File: config.mk
export PLATFORM = sky130hd
export DESIGN_NAME = acc_collector_flat
export DESIGN_NICKNAME = d
export VERILOG_FILES = /design/src/rtl/acc_if.sv /design/src/rtl/acc_collector.sv /design/src/flat_wrapper.sv
export SDC_FILE = /design/constraint.sdc
export NUM_CORES = 2
export LEC_CHECK = 0
export ABC_AREA = 1
export BUFFER_PORTS_ARGS = -buffer_cell sky130_fd_sc_hd__buf_4
export CORE_MARGIN = 10
export CORE_UTILIZATION = 60
export DETAILED_ROUTE_END_ITERATION = 10
export PLACE_DENSITY_LB_ADDON = 0.25
export SYNTH_ARGS = -nofsm -noshare
export SYNTH_HDL_FRONTEND = slang
export SYNTH_SLANG_ARGS = --single-unit
File: constraint.sdc
create_clock -name clk_i -period 3.5 [get_ports clk_i]
set_input_delay 1.05 -clock clk_i [delete_from_list [all_inputs] [get_ports clk_i]]
set_output_delay 1.05 -clock clk_i [all_outputs]
set_load 0.1 [all_outputs]
File: src/rtl/acc_if.sv
// Bundle between the systolic array and acc_collector: the inbound per-column partial-sum
// strobes and tile control, plus the outbound result-row stream.
interface acc_if #(
    parameter int N      = 4,
    parameter int DATA_W = 16,
    parameter int ACC_W  = 32
);
    logic [N-1:0][DATA_W-1:0] psum_i;
    logic [N-1:0]             acc_valid_i;
    logic                     tile_start_i;
    logic                     first_tile_i;
    logic                     last_tile_i;

    // A row moves on every cycle where out_valid_o && out_ready_i. Once out_valid_o is
    // raised, the producer keeps out_row_o/out_last_o stable until that handshake.
    logic                     out_valid_o;
    logic                     out_ready_i;
    logic [N-1:0][ACC_W-1:0]  out_row_o;
    logic                     out_last_o;

    modport slave (
        input  psum_i, acc_valid_i, tile_start_i, first_tile_i, last_tile_i, out_ready_i,
        output out_valid_o, out_row_o, out_last_o
    );

    modport master (
        output psum_i, acc_valid_i, tile_start_i, first_tile_i, last_tile_i, out_ready_i,
        input  out_valid_o, out_row_o, out_last_o
    );
endinterface

File: src/rtl/acc_collector.sv
// Deskews per-column partial sums into an NxN result buffer, accumulates across K-tiles,
// and drains finished rows. Define ACC_SATURATE_EN to clamp results instead of wrapping.
module acc_collector #(
    parameter int N      = 4,
    parameter int DATA_W = 16,
    parameter int ACC_W  = 32
) (
    input  logic       clk_i,
    input  logic       rst_ni,
    acc_if.slave       acc,
    output logic       busy_o,
    output logic       tile_done_o,
    output logic       err_o,
    output logic [1:0] dbg_state_o
);
    localparam int PTR_W = $clog2(N + 1);
    localparam int IDX_W = (N > 1) ? $clog2(N) : 1;
    localparam logic [PTR_W-1:0] FULL_PTR = PTR_W'(N);
    localparam logic [IDX_W-1:0] LAST_ROW = IDX_W'(N - 1);

    typedef enum logic [1:0] {
        IDLE    = 2'd0,
        COLLECT = 2'd1,
        DRAIN   = 2'd2
    } state_t;

    state_t                  state_q, state_d;
    logic                    first_q, first_d;
    logic                    last_q, last_d;
    logic [PTR_W-1:0]        wp_q [N];
    logic [PTR_W-1:0]        wp_d [N];
    logic [ACC_W-1:0]        res_q [N][N];
    logic [ACC_W-1:0]        res_d [N][N];
    logic [IDX_W-1:0]        rp_q, rp_d;
    logic                    err_d, tile_done_d, out_valid_d, out_last_d;
    logic [N-1:0][ACC_W-1:0] out_row_d;
    logic [ACC_W:0]          op;
    logic [IDX_W-1:0]        idx;
    logic                    all_full;

    // Returns {saturated, result}; the overwrite case passes base = 0.
    function automatic logic [ACC_W:0] add_op(input logic [ACC_W-1:0]  base,
                                              input logic [DATA_W-1:0] psum);
`ifdef ACC_SATURATE_EN
        logic signed [ACC_W:0] sum;
        sum = (ACC_W+1)'($signed(base)) + (ACC_W+1)'($signed(psum));
        if (sum[ACC_W] != sum[ACC_W-1])
            return {1'b1, sum[ACC_W], {(ACC_W-1){~sum[ACC_W]}}};
        return {1'b0, sum[ACC_W-1:0]};
`else
        return {1'b0, base + ACC_W'($signed(psum))};
`endif
    endfunction

    always_comb begin
        state_d     = state_q;
        first_d     = first_q;
        last_d      = last_q;
        wp_d        = wp_q;
        res_d       = res_q;
        rp_d        = rp_q;
        err_d       = err_o;
        tile_done_d = 1'b0;
        out_valid_d = acc.out_valid_o;
        out_last_d  = acc.out_last_o;
        out_row_d   = acc.out_row_o;
        op          = '0;
        idx         = '0;
        all_full    = 1'b1;
        case (state_q)
            IDLE: begin
                if (|acc.acc_valid_i) err_d = 1'b1;
                if (acc.tile_start_i) begin
                    first_d = acc.first_tile_i;
                    last_d  = acc.last_tile_i;
                    for (int j = 0; j < N; j++) wp_d[j] = '0;
                    state_d = COLLECT;
                end
            end
            COLLECT: begin
                for (int j = 0; j < N; j++) begin
                    if (acc.acc_valid_i[j]) begin
                        if (wp_q[j] != FULL_PTR) begin
                            idx = wp_q[j][IDX_W-1:0];
                            op  = add_op(first_q ? '0 : res_q[idx][j], acc.psum_i[j]);
                            res_d[idx][j] = op[ACC_W-1:0];
                            if (op[ACC_W]) err_d = 1'b1;
                            wp_d[j] = wp_q[j] + 1'b1;
                        end else begin
                            err_d = 1'b1;
                        end
                    end
                    if (wp_d[j] != FULL_PTR) all_full = 1'b0;
                end
                // Row 0 is loaded from res_d so a write landing on this edge is already visible.
                if (all_full) begin
                    tile_done_d = 1'b1;
                    if (last_q) begin
                        state_d     = DRAIN;
                        rp_d        = '0;
                        out_valid_d = 1'b1;
                        out_last_d  = (LAST_ROW == '0);
                        for (int j = 0; j < N; j++) out_row_d[j] = res_d[0][j];
                    end else begin
                        state_d = IDLE;
                    end
                end
            end
            DRAIN: begin
                if (|acc.acc_valid_i) err_d = 1'b1;
                if (acc.out_ready_i) begin
                    if (rp_q == LAST_ROW) begin
                        state_d     = IDLE;
                        out_valid_d = 1'b0;
                        out_last_d  = 1'b0;
                        out_row_d   = '0;
                    end else begin
                        rp_d       = rp_q + 1'b1;
                        out_last_d = (rp_d == LAST_ROW);
                        for (int j = 0; j < N; j++) out_row_d[j] = res_q[rp_d][j];
                    end
                end
            end
            default: state_d = IDLE;
        endcase
    end

    always_ff @(posedge clk_i or negedge rst_ni) begin
        if (!rst_ni) begin
            state_q         <= IDLE;
            first_q         <= 1'b0;
            last_q          <= 1'b0;
            rp_q            <= '0;
            err_o           <= 1'b0;
            tile_done_o     <= 1'b0;
            acc.out_valid_o <= 1'b0;
            acc.out_last_o  <= 1'b0;
            acc.out_row_o   <= '0;
            for (int r = 0; r < N; r++) begin
                wp_q[r] <= '0;
                for (int c = 0; c < N; c++) res_q[r][c] <= '0;
            end
        end else begin
            state_q         <= state_d;
            first_q         <= first_d;
            last_q          <= last_d;
            rp_q            <= rp_d;
            err_o           <= err_d;
            tile_done_o     <= tile_done_d;
            acc.out_valid_o <= out_valid_d;
            acc.out_last_o  <= out_last_d;
            acc.out_row_o   <= out_row_d;
            wp_q            <= wp_d;
            res_q           <= res_d;
        end
    end

    assign busy_o      = (state_q != IDLE);
    assign dbg_state_o = state_q;
endmodule

File: src/flat_wrapper.sv
// flat-port wrapper written by rule: the top's interface ports become plain ports
module acc_collector_flat 
#(
    parameter int N      = 4,
    parameter int DATA_W = 16,
    parameter int ACC_W  = 32
)
  (clk_i, rst_ni, busy_o, tile_done_o, err_o, dbg_state_o, acc_psum_i, acc_acc_valid_i, acc_tile_start_i, acc_first_tile_i, acc_last_tile_i, acc_out_ready_i, acc_out_valid_o, acc_out_row_o, acc_out_last_o);
  acc_if #(.N(N), .DATA_W(DATA_W), .ACC_W(ACC_W)) acc_i ();
  input  logic clk_i;
  input  logic rst_ni;
  output logic busy_o;
  output logic tile_done_o;
  output logic err_o;
  output logic [1:0] dbg_state_o;
  input wire logic [$bits(acc_i.psum_i)-1:0] acc_psum_i;
  input wire logic [$bits(acc_i.acc_valid_i)-1:0] acc_acc_valid_i;
  input wire logic [$bits(acc_i.tile_start_i)-1:0] acc_tile_start_i;
  input wire logic [$bits(acc_i.first_tile_i)-1:0] acc_first_tile_i;
  input wire logic [$bits(acc_i.last_tile_i)-1:0] acc_last_tile_i;
  input wire logic [$bits(acc_i.out_ready_i)-1:0] acc_out_ready_i;
  output wire logic [$bits(acc_i.out_valid_o)-1:0] acc_out_valid_o;
  output wire logic [$bits(acc_i.out_row_o)-1:0] acc_out_row_o;
  output wire logic [$bits(acc_i.out_last_o)-1:0] acc_out_last_o;
  assign acc_i.psum_i = acc_psum_i;
  assign acc_i.acc_valid_i = acc_acc_valid_i;
  assign acc_i.tile_start_i = acc_tile_start_i;
  assign acc_i.first_tile_i = acc_first_tile_i;
  assign acc_i.last_tile_i = acc_last_tile_i;
  assign acc_i.out_ready_i = acc_out_ready_i;
  assign acc_out_valid_o = acc_i.out_valid_o;
  assign acc_out_row_o = acc_i.out_row_o;
  assign acc_out_last_o = acc_i.out_last_o;
  acc_collector #(.N(N), .DATA_W(DATA_W), .ACC_W(ACC_W)) u_core (.clk_i(clk_i), .rst_ni(rst_ni), .acc(acc_i), .busy_o(busy_o), .tile_done_o(tile_done_o), .err_o(err_o), .dbg_state_o(dbg_state_o));
endmodule
# --- After elaboration in Yosys (flattened, before gate mapping) ---
# Cells that the tools add are included.
op_classes:
  addsub: 9
  n_lt_le_gt_ge: 9
  eq_ne: 19
  muxes: 99
  bitwise_logic: 5
  reduce_logical: 18
ops:
  columns: ["operator", "count"]
  rows:
  - ["$mux 512", 11]
  - ["$bwmux 512", 4]
  - ["$bmux 128 s2", 5]
  - ["$mux 128", 9]
  - ["$demux 128 s2", 4]
  - ["$mux 96", 3]
  - ["$pmux 128 s2", 1]
  - ["$mux 32", 7]
  - ["$mux 64", 3]
  - ["$add 32x32->32", 4]
  - ["$mux 3", 12]
  - ["$mux 1", 24]
  - ["$ne 3x3->1 const B", 8]
  - ["$pmux 12 s2", 1]
  - ["$mux 2", 9]
  - ["$ge 3x3->1 const B", 5]
  - ["$not 2->3", 5]
  - ["$add 3x1->3 const B", 4]
  - ["$lt 3x1->1 const B", 4]
  - ["$mux 12", 1]
  - ["$reduce_and 5->1", 2]
  - ["$ne 2x1->1 const B", 4]
  - ["$reduce_and 4->1", 2]
  - ["$reduce_bool 2->1", 4]
  - ["other kinds (12)", 23]
totals:
  ff_bits: 662
  input_bits: 74
  elab_cells: 191

# --- Depth between registers and ports, before layout ---
logic_depth:
  depth_word: 24
  mapped_depth: 21
  ltp_nobuf: 19

# --- Worst setup path after synthesis ---
# No wires, ideal clock.
synth_path:
  kind: "register to register"
  startpoint: "register u_core.wp_q[3] (netlist bit)"
  endpoint: "register u_core.acc.out_row_o[78]"
  setup_ns: 0.120
  arrival_time_ns: 3.064
  slack_ns: 0.317
  stages_incl_launch_ff: 21
  synth_period_minus_slack_ns: 3.183
  cell_sequence: "dfrtp_1 -> inv_2 -> clkbuf_1 -> clkbuf_1 -> a21oi_1 -> o21ai_0 -> a21oi_1 -> ha_1 -> fa_1 -> nand3_1 -> nand3_1 -> nand2_1 -> nand2_1 -> nand2_1 -> nand2_1 -> xnor2_1 -> nand2_1 -> nand3_1 -> nand2_1 -> nand2_1 -> nand2_1"
synth_between:
  elab_chain_cells: 16
synth_lines:
  columns: ["element", "line_no", "text"]
  rows:
  - ["from (decl)", "acc_collector.sv:30", "logic [PTR_W-1:0] wp_q [N];"]
  - ["from (signal assigned)", "acc_collector.sv:153", "wp_q <= wp_d;"]
  - ["$not 2->3 (implied by the code)", "acc_collector.sv:85, acc_collector.sv:86", null]
  - ["$bmux 128 s2", "acc_collector.sv:85", "op = add_op(first_q ? '0 : res_q[idx][j], acc.psum_i[j]);"]
  - ["$mux 64 (implied by the code) (2 in a row)", "acc_collector.sv:85", null]
  - ["$mux 32", "acc_collector.sv:85", null]
  - ["$add 32x32->32", "acc_collector.sv:51", "return {1'b0, base + ACC_W'($signed(psum))};"]
  - ["$bwmux 512", "acc_collector.sv:86", "res_d[idx][j] = op[ACC_W-1:0];"]
  - ["$mux 512", "acc_collector.sv:83", "if (wp_q[j] != FULL_PTR) begin"]
  - ["$mux 512", "acc_collector.sv:82", "if (acc.acc_valid_i[j]) begin"]
  - ["$mux 512", "acc_collector.sv:70", "case (state_q)"]
  - ["$bwmux 512", "acc_collector.sv:86", null]
  - ["$mux 512", "acc_collector.sv:83", null]
  - ["$mux 512", "acc_collector.sv:82", null]
  - ["$mux 128", "acc_collector.sv:98", "if (last_q) begin"]
  - ["$mux 128", "acc_collector.sv:96", "if (all_full) begin"]
  - ["$pmux 128 s2", "acc_collector.sv:70", null]
  - ["to (signal assigned)", "acc_collector.sv:152", "acc.out_row_o <= out_row_d;"]
  - ["to (decl)", "acc_if.sv:23", "output out_valid_o, out_row_o, out_last_o"]
# Several ways; a longest one is shown, not always the timed one. The select of a mux whose other input is x is not followed.
# A chain may end at the register's enable or synchronous reset.

# --- Worst setup path after layout ---
layout_path:
  startpoint: "register u_core.wp_q[1] (netlist bit)"
  endpoint: "register u_core.acc.out_row_o[25]"
layout_between:
  elab_chain_cells: 12
layout_lines:
  columns: ["element", "line_no"]
  rows:
  - ["$not 2->3 (implied by the code)", "acc_collector.sv:85, acc_collector.sv:86"]
  - ["$bmux 128 s2", "acc_collector.sv:85"]
  - ["$mux 32 (implied by the code) (2 in a row)", "acc_collector.sv:85"]
  - ["$mux 32", "acc_collector.sv:85"]
  - ["$add 32x32->32", "acc_collector.sv:51"]
  - ["$bwmux 512", "acc_collector.sv:86"]
  - ["$mux 512", "acc_collector.sv:83"]
  - ["$mux 512", "acc_collector.sv:82"]
  - ["$mux 128", "acc_collector.sv:98"]
  - ["$mux 128", "acc_collector.sv:96"]
  - ["$pmux 128 s2", "acc_collector.sv:70"]
# Several ways; a longest one is shown, not always the timed one. The select of a mux whose other input is x is not followed.

==> results.json <==
{
  "min_period_ps": 3330,
  "critPathSlowestCell": "buf_4",
  "grt_pass1_vias": 43503,
  "clk_latency_ps": 640,
  "synth_ff_type": "dfrtp_1",
  "crit_chain": "clkinv_2 -> buf_4 -> ha_1 -> nand2_1 -> nand2_1 -> xor2_1 -> nand2_1 -> nor2_1 -> nand3_2 -> nand2_1 -> nand2_4 -> buf_4 -> nor2_1 -> a21oi_1",
  "antenna_cells": 0,
  "fin_crit_sh_pct": 95.3,
  "critPathTopFamily": "buffers and inverters",
  "maxCapViolations": 0,
  "synth_area_mm2": 0.0446,
  "cts_tree": "built",
  "ant_nets": 0,
  "slowest_delay_ps": 420,
  "syn_avg_cell_area_um2": 6.60,
  "grt_use_total_pct": 33.7,
  "wl_per_cell_um": 18.9,
  "hpwl_um": 100000,
  "num_io_pins": 209,
  "synth_edf_count": 0,
  "cts_htree_levels": 3,
  "grt-busiest-layer": "met2",
  "maxSlewHeadroom_pct": 27.5,
  "totalWireLength_um": 148000,
  "max_freq_ghz": 0.300,
  "finalCoreUtilization_pct": 68.3,
  "status": "completed",
  "die_w_um": 293,
  "yosysMostFrequentCell": "nand2_1",
  "clk_pin_slew_ps": 60,
  "synth_cells": 6754,
  "clk_path_buf_depth": 3,
  "drtIter0Drc": 5411,
  "grt_util_met1_pct": 45.7,
  "yosysSeqAreaShare_pct": 37.2,
  "tightestPinTransition_ps": 1090,
  "finalNetCount": 7035,
  "ys_top_cells_by_count": "nand2_1 (1972), o21ai_0 (988), inv_1 (764)",
  "yosysTopAreaCellShare_pct": 37.2,
  "drtPass1Iterations": 7,
  "drive_gt1_share_pct": 7.57,
  "crit_fanout": 62,
  "initial_utilization_pct": 60.8,
  "rsz0062_at_grt": "false",
  "yosysWarnings": 0,
  "die_y_um": 293,
  "hold_path.class": "input pin to async pin",
  "die_area_mm2": 0.0856,
  "leakagePower_nw": 25.6,
  "async_flop_share_pct": 100,
  "via_per_inst": 5.92,
  "core-area_mm2": 0.0733,
  "synth.largest_area_cell": "dfrtp_1",
  "setup_viol": 0,
  "place.gp.congestion": 1.02,
  "grt_remaining_overflow": 0,
  "grt_antenna_before_repair": 3,
  "critPathRequiredTime_ps": 4010,
  "irDropWorstVdd_uv": 1460,
  "cts_inserted_buffers": 74,
  "drv_slew": 0,
  "cp-end-kind": "flip-flop",
  "use_met2_pct": 53.1,
  "critPathArrivalTime_ps": 3850,
  "syn_to_final_growth_pct": 12.4,
  "finalHoldViolations": 0,
  "synth_nets": 6977,
  "worstSetupPathType": "flip-flop to flip-flop",
  "grt.met3_usage_pct": 7.26,
  "rows": 99,
  "synth_area_leaders": "dfrtp_1 (37%), nand2_1 (17%), o21ai_0 (11%)",
  "grt_max_degree": 204,
  "cts-root-buf": "clkbuf_16",
  "cp_common_cell": "nand2_1",
  "portBuffers": 208,
  "cts_num_sinks": 662,
  "skew_ps": 17.0,
  "start_kind": "flip-flop",
  "via_count": 46318,
  "powerDensity_mw_per_mm2": 1160,
  "synth-seq-cells": 662,
  "setup_tns_ps": 0,
  "cp.buffers_inverters": 3,
  "drc": 0,
  "grt_pass1_wl_um": 235000,
  "synth.distinct_cells": 45
}
## final timing paths
path / slack [ps] / cells after the start / start / end
worst max-delay path: 170 / 14 / u_core.wp_q[1] / u_core.acc.out_row_o[25]
max in group asynchronous: 2180 / 2 / rst_ni / u_core.res_q[335]
worst min-delay path: 360 / 1 / rst_ni / u_core.res_q[281]
worst max register to register: 170 / 14 / u_core.wp_q[1] / u_core.acc.out_row_o[25]
worst min register to register: 480 / 2 / u_core.acc.out_row_o[5] / u_core.acc.out_row_o[5]
min in group clk_i: 480 / 2 / u_core.acc.out_row_o[5] / u_core.acc.out_row_o[5]
## metal layers
| metal | vias to the layer above | routed length (um) |
|---|---|---|
| met3 | 372 | 16600 |
| met2 | 2443 | 65400 |
| li1 | 22098 | - |
| met5 | - | 27 |
| met4 | 6 | 4680 |
| met1 | 21399 | 61600 |
## state kept, by name, indices dropped and copies added, names as in the netlist
register and cells:
u_core.res_q 512, u_core.acc.out_row_o 128, u_core.wp_q 12, u_core.dbg_state_o 2, u_core.rp_q 2, u_core.acc.out_last_o 1, u_core.acc.out_valid_o 1, u_core.err_o 1
u_core.first_q 1, u_core.last_q 1, u_core.tile_done_o 1
## cell families after synthesis
logic type	count (synthesis)	synth area share, %
adders and majority gates	149	4.25
muxes	5	0.115
xor gates and xnor gates	50	0.983
AOI/OAI and AO/OA	1862	21.7
buffers and inverters	1145	9.79
and+or+nand+nor	2881	26.0
DFF	662	37.2
## cell usage in the layout, fill, tap and decap left out, types with 3 or more instances in the layout
cell and n:
bufinv_16 9, clkinv_2 12, clkbuf_1 15, a21oi_1 718
nor3_1 29, xnor2_1 39, nand3_2 10, buf_4 312
nand4_1 25, o21ai_1 10, o211ai_1 82, inv_4 5
nand3_1 344, nand2_1 1970, inv_6 4, fa_1 4
o21ai_0 988, clkinv_1 5, mux2i_1 4, ha_1 144
o21bai_1 8, dfrtp_1 660, or2_2 6, and2_1 45
nand3b_1 18, xor2_1 8, clkbuf_16 75, nor2_1 425
xnor2_2 3, inv_1 760, a21oi_2 5, inv_2 9
o31ai_1 10, o22ai_1 18, o32ai_1 8, a21o_1 5
clkbuf_8 17, buf_12 32
## per-stage QoR
stage | area (um^2) | power, mW | hold WS, ps | instances | setup WS [ps]
floorplan | 44600 | 38.6 | 453 | 6754 | 317
global placement | 47400 | 48.0 | 458 | 7695 | 210
detailed placement | 47400 | 48.7 | 466 | 7695 | 166
CTS | 50000 | 57.3 | 384 | 7830 | 226
global route | 50100 | 62.3 | 391 | 7830 | 4.14
finish | 50100 | 58.1 | 357 | 7830 | 166
## cell type report
type,count,area [um^2]
multi-input combinational,4947,23800
fill,6485,23200
sequential,662,16600
timing repair buffer,347,3020
inverter,780,2940
clock buffer,107,2170
tap,959,1200
clock inverter,28,408
## worst reg2reg max path, stage by stage (launching register included)
cell and delay, ps:
dfrtp_1 400, clkinv_2 230, buf_4 420, ha_1 280, nand2_1 80, nand2_1 100
xor2_1 310, nand2_1 90, nor2_1 210, nand3_2 150, nand2_1 120, nand2_4 70
buf_4 410, nor2_1 260, a21oi_1 90
## where the power goes
part / leakage (nW) / total (mW) / internal, mW / switching, mW
clock: 1.27 / 8.36 / 4.98 / 3.37
combinational: 16.1 / 36.0 / 10.3 / 25.7
sequential: 8.25 / 13.7 / 11.2 / 2.49
## what timing repair did
action / 4_1_cts / 5_1_grt
setup buffers: 0 / 0
endpoints found under the setup margin: 0 / 26
hold buffers: 0 / 0
gates resized for setup: 0 / 18
Power figures use the tool's default switching activity.
